--- src/rtl/imem_stream_loader_if.sv ---
// Byte-stream input and instruction RAM byte write port of the loader.
// Stream: a byte moves on a rising edge when in_valid && in_ready; in_ready depends only on loader state.
interface imem_stream_loader_if #(
  parameter int ADDR_WIDTH = 8
);
  logic [7:0]            in_data;
  logic                  in_valid;
  logic                  in_ready;
  logic                  imem_we;
  logic [ADDR_WIDTH-1:0] imem_addr;
  logic [7:0]            imem_wdata;

  // Stream source / RAM side.
  modport master (
    output in_data, in_valid,
    input  in_ready, imem_we, imem_addr, imem_wdata
  );

  // Loader side.
  modport slave (
    input  in_data, in_valid,
    output in_ready, imem_we, imem_addr, imem_wdata
  );
endinterface

--- src/rtl/imem_stream_loader.sv ---
// Streams a length-prefixed program image into the instruction RAM and holds the core in reset meanwhile.
// Define IMEM_LOADER_CHECKSUM_EN to add a trailing XOR checksum byte (state CHK).
module imem_stream_loader #(
  parameter int ADDR_WIDTH    = 8,
  parameter int RELEASE_DELAY = 4
) (
  input  logic                clock,
  input  logic                reset,
  imem_stream_loader_if.slave bus,
  input  logic                load_start,
  output logic                core_reset,
  output logic                core_mem_en,
  output logic                load_done,
  output logic                load_err,
  output logic [2:0]          state_dbg
);

  typedef enum logic [2:0] {
    LEN_HI = 3'd0,
    LEN_LO = 3'd1,
    DATA   = 3'd2,
    HOLD   = 3'd4,
    RUN    = 3'd5,
    ERR    = 3'd6
`ifdef IMEM_LOADER_CHECKSUM_EN
    , CHK  = 3'd3
`endif
  } state_t;

  localparam int          DLY_W = (RELEASE_DELAY < 2) ? 1 : $clog2(RELEASE_DELAY);
  localparam logic [18:0] CAP   = 19'd1 << ADDR_WIDTH;

  state_t           state;
  logic [15:0]      word_count;
  logic [17:0]      byte_cnt;
  logic [DLY_W-1:0] dly;
`ifdef IMEM_LOADER_CHECKSUM_EN
  logic [7:0]       csum;
`endif

  logic        xfer;
  logic        in_range;
  logic        data_last;
  logic [17:0] last_idx;

  assign xfer      = bus.in_valid && bus.in_ready;
  assign last_idx  = {word_count, 2'b00} - 18'd1;
  assign data_last = (byte_cnt == last_idx);
  // Bytes past the RAM capacity are swallowed so the stream stays in sync.
  assign in_range  = ({1'b0, byte_cnt} < CAP);
  assign state_dbg = state;

`ifdef IMEM_LOADER_CHECKSUM_EN
  assign bus.in_ready = (state == LEN_HI) || (state == LEN_LO) ||
                        (state == DATA)   || (state == CHK);
`else
  assign bus.in_ready = (state == LEN_HI) || (state == LEN_LO) || (state == DATA);
`endif

  always_ff @(posedge clock) begin
    if (reset) begin
      state          <= LEN_HI;
      word_count     <= 16'd0;
      byte_cnt       <= 18'd0;
      dly            <= '0;
      bus.imem_we    <= 1'b0;
      bus.imem_addr  <= '0;
      bus.imem_wdata <= 8'd0;
      core_reset     <= 1'b1;
      core_mem_en    <= 1'b0;
      load_done      <= 1'b0;
      load_err       <= 1'b0;
`ifdef IMEM_LOADER_CHECKSUM_EN
      csum           <= 8'd0;
`endif
    end else if (load_start) begin
      state       <= LEN_HI;
      word_count  <= 16'd0;
      byte_cnt    <= 18'd0;
      dly         <= '0;
      bus.imem_we <= 1'b0;
      core_reset  <= 1'b1;
      core_mem_en <= 1'b0;
      load_done   <= 1'b0;
      load_err    <= 1'b0;
`ifdef IMEM_LOADER_CHECKSUM_EN
      csum        <= 8'd0;
`endif
    end else begin
      bus.imem_we <= 1'b0;
      case (state)
        LEN_HI: begin
          if (xfer) begin
            word_count[15:8] <= bus.in_data;
            state            <= LEN_LO;
          end
        end
        LEN_LO: begin
          if (xfer) begin
            word_count[7:0] <= bus.in_data;
            byte_cnt        <= 18'd0;
            dly             <= '0;
`ifdef IMEM_LOADER_CHECKSUM_EN
            csum            <= 8'd0;
            state           <= ({word_count[15:8], bus.in_data} == 16'd0) ? CHK : DATA;
`else
            state           <= ({word_count[15:8], bus.in_data} == 16'd0) ? HOLD : DATA;
`endif
          end
        end
        DATA: begin
          if (xfer) begin
            byte_cnt <= byte_cnt + 18'd1;
`ifdef IMEM_LOADER_CHECKSUM_EN
            csum     <= csum ^ bus.in_data;
`endif
            if (in_range) begin
              bus.imem_we    <= 1'b1;
              bus.imem_addr  <= byte_cnt[ADDR_WIDTH-1:0];
              bus.imem_wdata <= bus.in_data;
            end else begin
              load_err <= 1'b1;
            end
            if (data_last) begin
`ifdef IMEM_LOADER_CHECKSUM_EN
              state <= CHK;
`else
              state <= (load_err || !in_range) ? ERR : HOLD;
`endif
            end
          end
        end
`ifdef IMEM_LOADER_CHECKSUM_EN
        CHK: begin
          if (xfer) begin
            if (load_err) begin
              state <= ERR;
            end else if (bus.in_data == csum) begin
              state <= HOLD;
            end else begin
              state    <= ERR;
              load_err <= 1'b1;
            end
          end
        end
`endif
        HOLD: begin
          // The final write cycle itself is not part of the release delay.
          if (!bus.imem_we) begin
            if (dly == DLY_W'(RELEASE_DELAY - 1)) begin
              state       <= RUN;
              core_reset  <= 1'b0;
              core_mem_en <= 1'b1;
              load_done   <= 1'b1;
            end else begin
              dly <= dly + 1'b1;
            end
          end
        end
        RUN: begin
          state <= RUN;
        end
        ERR: begin
          state <= ERR;
        end
        default: begin
          state <= LEN_HI;
        end
      endcase
    end
  end

endmodule

--- src/flat_wrapper.sv ---
// flat-port wrapper written by rule: the top's interface ports become plain ports
module imem_stream_loader_flat 
#(
  parameter int ADDR_WIDTH    = 8,
  parameter int RELEASE_DELAY = 4
)
  (clock, reset, load_start, core_reset, core_mem_en, load_done, load_err, state_dbg, bus_in_data, bus_in_valid, bus_in_ready, bus_imem_we, bus_imem_addr, bus_imem_wdata);
  imem_stream_loader_if #(.ADDR_WIDTH(ADDR_WIDTH)) bus_i ();
  input  logic clock;
  input  logic reset;
  input  logic load_start;
  output logic core_reset;
  output logic core_mem_en;
  output logic load_done;
  output logic load_err;
  output logic [2:0] state_dbg;
  input wire logic [$bits(bus_i.in_data)-1:0] bus_in_data;
  input wire logic [$bits(bus_i.in_valid)-1:0] bus_in_valid;
  output wire logic [$bits(bus_i.in_ready)-1:0] bus_in_ready;
  output wire logic [$bits(bus_i.imem_we)-1:0] bus_imem_we;
  output wire logic [$bits(bus_i.imem_addr)-1:0] bus_imem_addr;
  output wire logic [$bits(bus_i.imem_wdata)-1:0] bus_imem_wdata;
  assign bus_i.in_data = bus_in_data;
  assign bus_i.in_valid = bus_in_valid;
  assign bus_in_ready = bus_i.in_ready;
  assign bus_imem_we = bus_i.imem_we;
  assign bus_imem_addr = bus_i.imem_addr;
  assign bus_imem_wdata = bus_i.imem_wdata;
  imem_stream_loader #(.ADDR_WIDTH(ADDR_WIDTH), .RELEASE_DELAY(RELEASE_DELAY)) u_core (.clock(clock), .reset(reset), .bus(bus_i), .load_start(load_start), .core_reset(core_reset), .core_mem_en(core_mem_en), .load_done(load_done), .load_err(load_err), .state_dbg(state_dbg));
endmodule
--- config.mk ---
export PLATFORM = sky130hd
export DESIGN_NAME = imem_stream_loader_flat
export DESIGN_NICKNAME = d
export VERILOG_FILES = /design/src/rtl/imem_stream_loader_if.sv /design/src/rtl/imem_stream_loader.sv /design/src/flat_wrapper.sv
export SDC_FILE = /design/constraint.sdc
export NUM_CORES = 1
export LEC_CHECK = 0
export ABC_AREA = 1
export BUFFER_PORTS_ARGS = -buffer_cell sky130_fd_sc_hd__buf_2
export CAP_MARGIN = 20
export CELL_PAD_IN_SITES_DETAIL_PLACEMENT = 1
export CELL_PAD_IN_SITES_GLOBAL_PLACEMENT = 1
export CORE_UTILIZATION = 38
export CTS_CLUSTER_SIZE = 40
export DETAILED_ROUTE_END_ITERATION = 12
export PLACE_DENSITY = 0.72
export RECOVER_POWER = 100
export SETUP_SLACK_MARGIN = 0.4
export SLEW_MARGIN = 20
export SYNTH_ARGS = -nofsm -noshare
export SYNTH_HDL_FRONTEND = slang
export SYNTH_SLANG_ARGS = --single-unit
--- constraint.sdc ---
create_clock -name clock -period 1.6 [get_ports clock]
set_input_delay 0.32 -clock clock [delete_from_list [all_inputs] [get_ports clock]]
set_output_delay 0.32 -clock clock [all_outputs]
set_load 0.02 [all_outputs]
==> impl_metrics.ini <==
[clocking]
ctsHoldBuffers = 0
clkLatencyLatePin_ps = 380
clk_pin_slew_ps = 80
clockBufferDepth = 2
cts_root_buf = clkbuf_8
clock-sinks = 59
cts_tree = done
cts_max_level = 3
cts_inserted_buffers = 9

[sta]
fin_crit_sh_pct = 140
fin_crit_ps = 2240
tightest_slew_ps = 377
skew_ps = 17.2
final_max_slew_viol_count = 0
fin_tns_setup_ps = -12610
slew_headroom_pct = 74.6
worst_slack_ps = -641
setup_viol = 47
rsz0062_at_grt = yes
fmax_ghz = 0.446
hold_violations = 0

[final_layout]
final_nets = 656
final_common_cell = buf_4
layout_common_cells = buf_4 (110), nand2_1 (73), inv_1 (49)
utilization_pct = 69.4
layout-area-overhead-vs-synth_pct = 75.2
drive_gt1_share_pct = 57.9
final_area_um2 = 5760
n_antenna_cell = 0

[pwr]
power_density_nw_per_um2 = 711
p_leak_nw = 2.47
power_frac_comb_pct = 25.4
p_sw_share_pct = 35.7
sequentialPowerShare_pct = 37.5
fin_total_pwr_w = 0.00410
power_frac_clock_pct = 37.0
ir_drop_v = 0.000472
power_switching_w = 0.00146
internal_power_w = 0.00263

[synth]
yosys_warnings = 0
synth_seq_cells = 59
synth_area_um2 = 3290
synth_cell_type_count = 39
synth.net_count = 495
syn_inst = 480
syn_area_per_cell_um2 = 6.85
synth-seq-area-share_pct = 35.9

[placed_design]
io_buffer_count = 36
place_area_um2 = 4180
place_congestion = 0.892
hpwl_mm = 8.21

[critical_path]
path_cells = nor2_1, nand2_1, inv_1, nand2_2, nand2_1, nand2_1, nor2_2, nand2_1, nor2_1, nand4_1, nand2_2, nand3_1, a21oi_2
cp-start-kind = flip-flop
crit_buf_inv = 1
arrival_ps = 2530
worst-r2r-cell-count = 13
worst-r2r-setup-slack_ps = -640
crit_top_cell = nand2_1
worst_r2r_endpoint = u_core.state_dbg[0]
crit_fanout = 4
cpPeakStageDelay_ps = 400
cp-startpoint = u_core.word_count[6]
worstSetupPathType = reg -> reg
critPathRequiredTime_ps = 1890
end_kind = flip-flop
cpMaxStageDelayCell = dfxtp_1
path_delay_family = simple AND/OR/NAND/NOR gates
crit_cells = 13
critPathCapture = u_core.state_dbg[0]
worstReg2RegStart = u_core.word_count[6]

[detailed_routing]
wl_per_cell_um = 29.7
firstDrtPassIters = 5
drtIter0Drc = 416
via_count = 4791
remaining_drc_errors = 0
ant_nets = 0
drt-total-wl_mm = 22.3
avgViaCountPerCell = 6.38

[floorplanning]
die_h_um = 95.0
std_cell_rows = 33
top_level_ports = 37
die_w_um = 95.0
start_util_pct = 39.6
die_area_um2 = 9030
core-area_um2 = 8300

[global_routing]
grt_pass1_vias = 4525
grt_max_degree = 19
grt_pass1_wl_mm = 25.4
grt.total_usage_pct = 38.4
antenna_found_initial = 0
grt-ovfl-total = 0

[outcome]
status = complete, but fails checks
violations = setup timing

[job]
drv_cap = 0

[hold_path]
hold_class = in -> reg
## stage by stage
step	worst slack, ps	cells	hold slack [ps]
floorplan	48.0	480	447
global placement	-210	677	432
detailed placement	-288	677	435
CTS	-147	730	270
global route	-749	751	292
finish	-641	751	292
## final cells by class
type	count	area (um2)
Tap cell	105	131
Multi-Input combinational cell	331	2440
Timing Repair inverter	1	7.51
Timing Repair Buffer	166	1460
Inverter	73	295
Sequential cell	59	1230
Fill cell	958	2540
Clock buffer	13	180
Clock inverter	3	18.8
## cells in the mapped netlist, drive strengths merged
master / n / area share (%)
o22ai: 2 / 0.38
a31oi: 1 / 0.19
nand3b: 3 / 0.68
a21oi: 32 / 4.9
a221oi: 4 / 1.1
o21ai: 29 / 4.4
o311a: 1 / 0.30
o211ai: 1 / 0.23
nor3: 14 / 2.6
a211oi: 15 / 5.6
dfxtp: 59 / 36
a311oi: 1 / 0.27
inv: 72 / 8.2
xor2: 5 / 1.3
and2: 1 / 0.19
nor2: 64 / 8.3
xnor2: 6 / 1.6
clkinv: 1 / 0.11
o211a: 1 / 0.30
a22oi: 4 / 0.91
nor4: 3 / 0.57
nand3: 27 / 4.1
buf: 10 / 2.0
and3: 2 / 0.38
ha: 3 / 1.1
clkbuf: 8 / 0.91
or2: 1 / 0.19
nand4: 7 / 1.3
o32ai: 1 / 0.27
nand2: 102 / 12
## flip-flops by register name, indices dropped and copies added (netlist names)
register,flops
u_core.bus.imem_wdata,8
u_core.bus.imem_addr,8
u_core.bus.imem_we,1
u_core.core_mem_en,1
u_core.dly,2
u_core.core_reset,1
u_core.byte_cnt,18
u_core.state_dbg,3
u_core.load_err,1
u_core.word_count,16
## worst register-to-register path, cell delays in order (launching register included)
cell and delay, ps:
dfxtp_1 400, nor2_1 200, nand2_1 160, inv_1 150, nand2_2 90, nand2_1 80, nand2_1 80, nor2_2 200
nand2_1 120, nor2_1 130, nand4_1 150, nand2_2 150, nand3_1 120, a21oi_2 150
## worst min-delay path by stage
stage,slack [ps],cells after the start,endpoint,from
after global placement,430,2,u_core.core_reset,u_core.core_reset
after CTS,270,3,u_core.word_count[8],bus_in_data[0]
after global routing,290,3,u_core.word_count[8],bus_in_data[0]
after floorplan,450,2,u_core.dly[1],u_core.dly[1]
final,290,3,u_core.word_count[8],bus_in_data[0]
after detailed placement,430,2,u_core.core_reset,u_core.core_reset
## power groups by stage
stage	Sequential, W	Combinational, W	Clock, W
after floorplan	0.00157	0.000333	0
after global placement	0.00156	0.000540	0
after detailed placement	0.00156	0.000555	0
after CTS	0.00153	0.000763	0.00140
after global routing	0.00154	0.00107	0.00152
final	0.00154	0.00104	0.00152
## metal layers
metal  wire, um  vias to the layer above  GRT usage (%)  share of wire [%]
li1           -                     1901              -                  -
met1       8270                     2317           44.7                 37
met2      10200                      412           64.6                 46
met3       2140                      161           9.01                9.6
met4       1700                        0           21.6                7.6
met5          0                        -              0                  0
## what timing repair did
item / CTS / global route
endpoints found under the setup margin: 64 / 82
pin swaps: 45 / 33
buffers inserted: 30 / 21
cloned: 7 / 0
gates resized for setup: 156 / 126
## cells by family after synthesis
| kind of cell | Yosys count | share of synthesized area (%) |
|---|---|---|
| compound gates | 92 | 18.8 |
| xor+xnor | 11 | 2.93 |
| fa+ha+maj | 3 | 1.14 |
| buf+inv | 91 | 11.3 |
| flops | 59 | 35.9 |
| simple gates | 224 | 30.0 |
No activity file was read; power rests on OpenSTA's default activity.
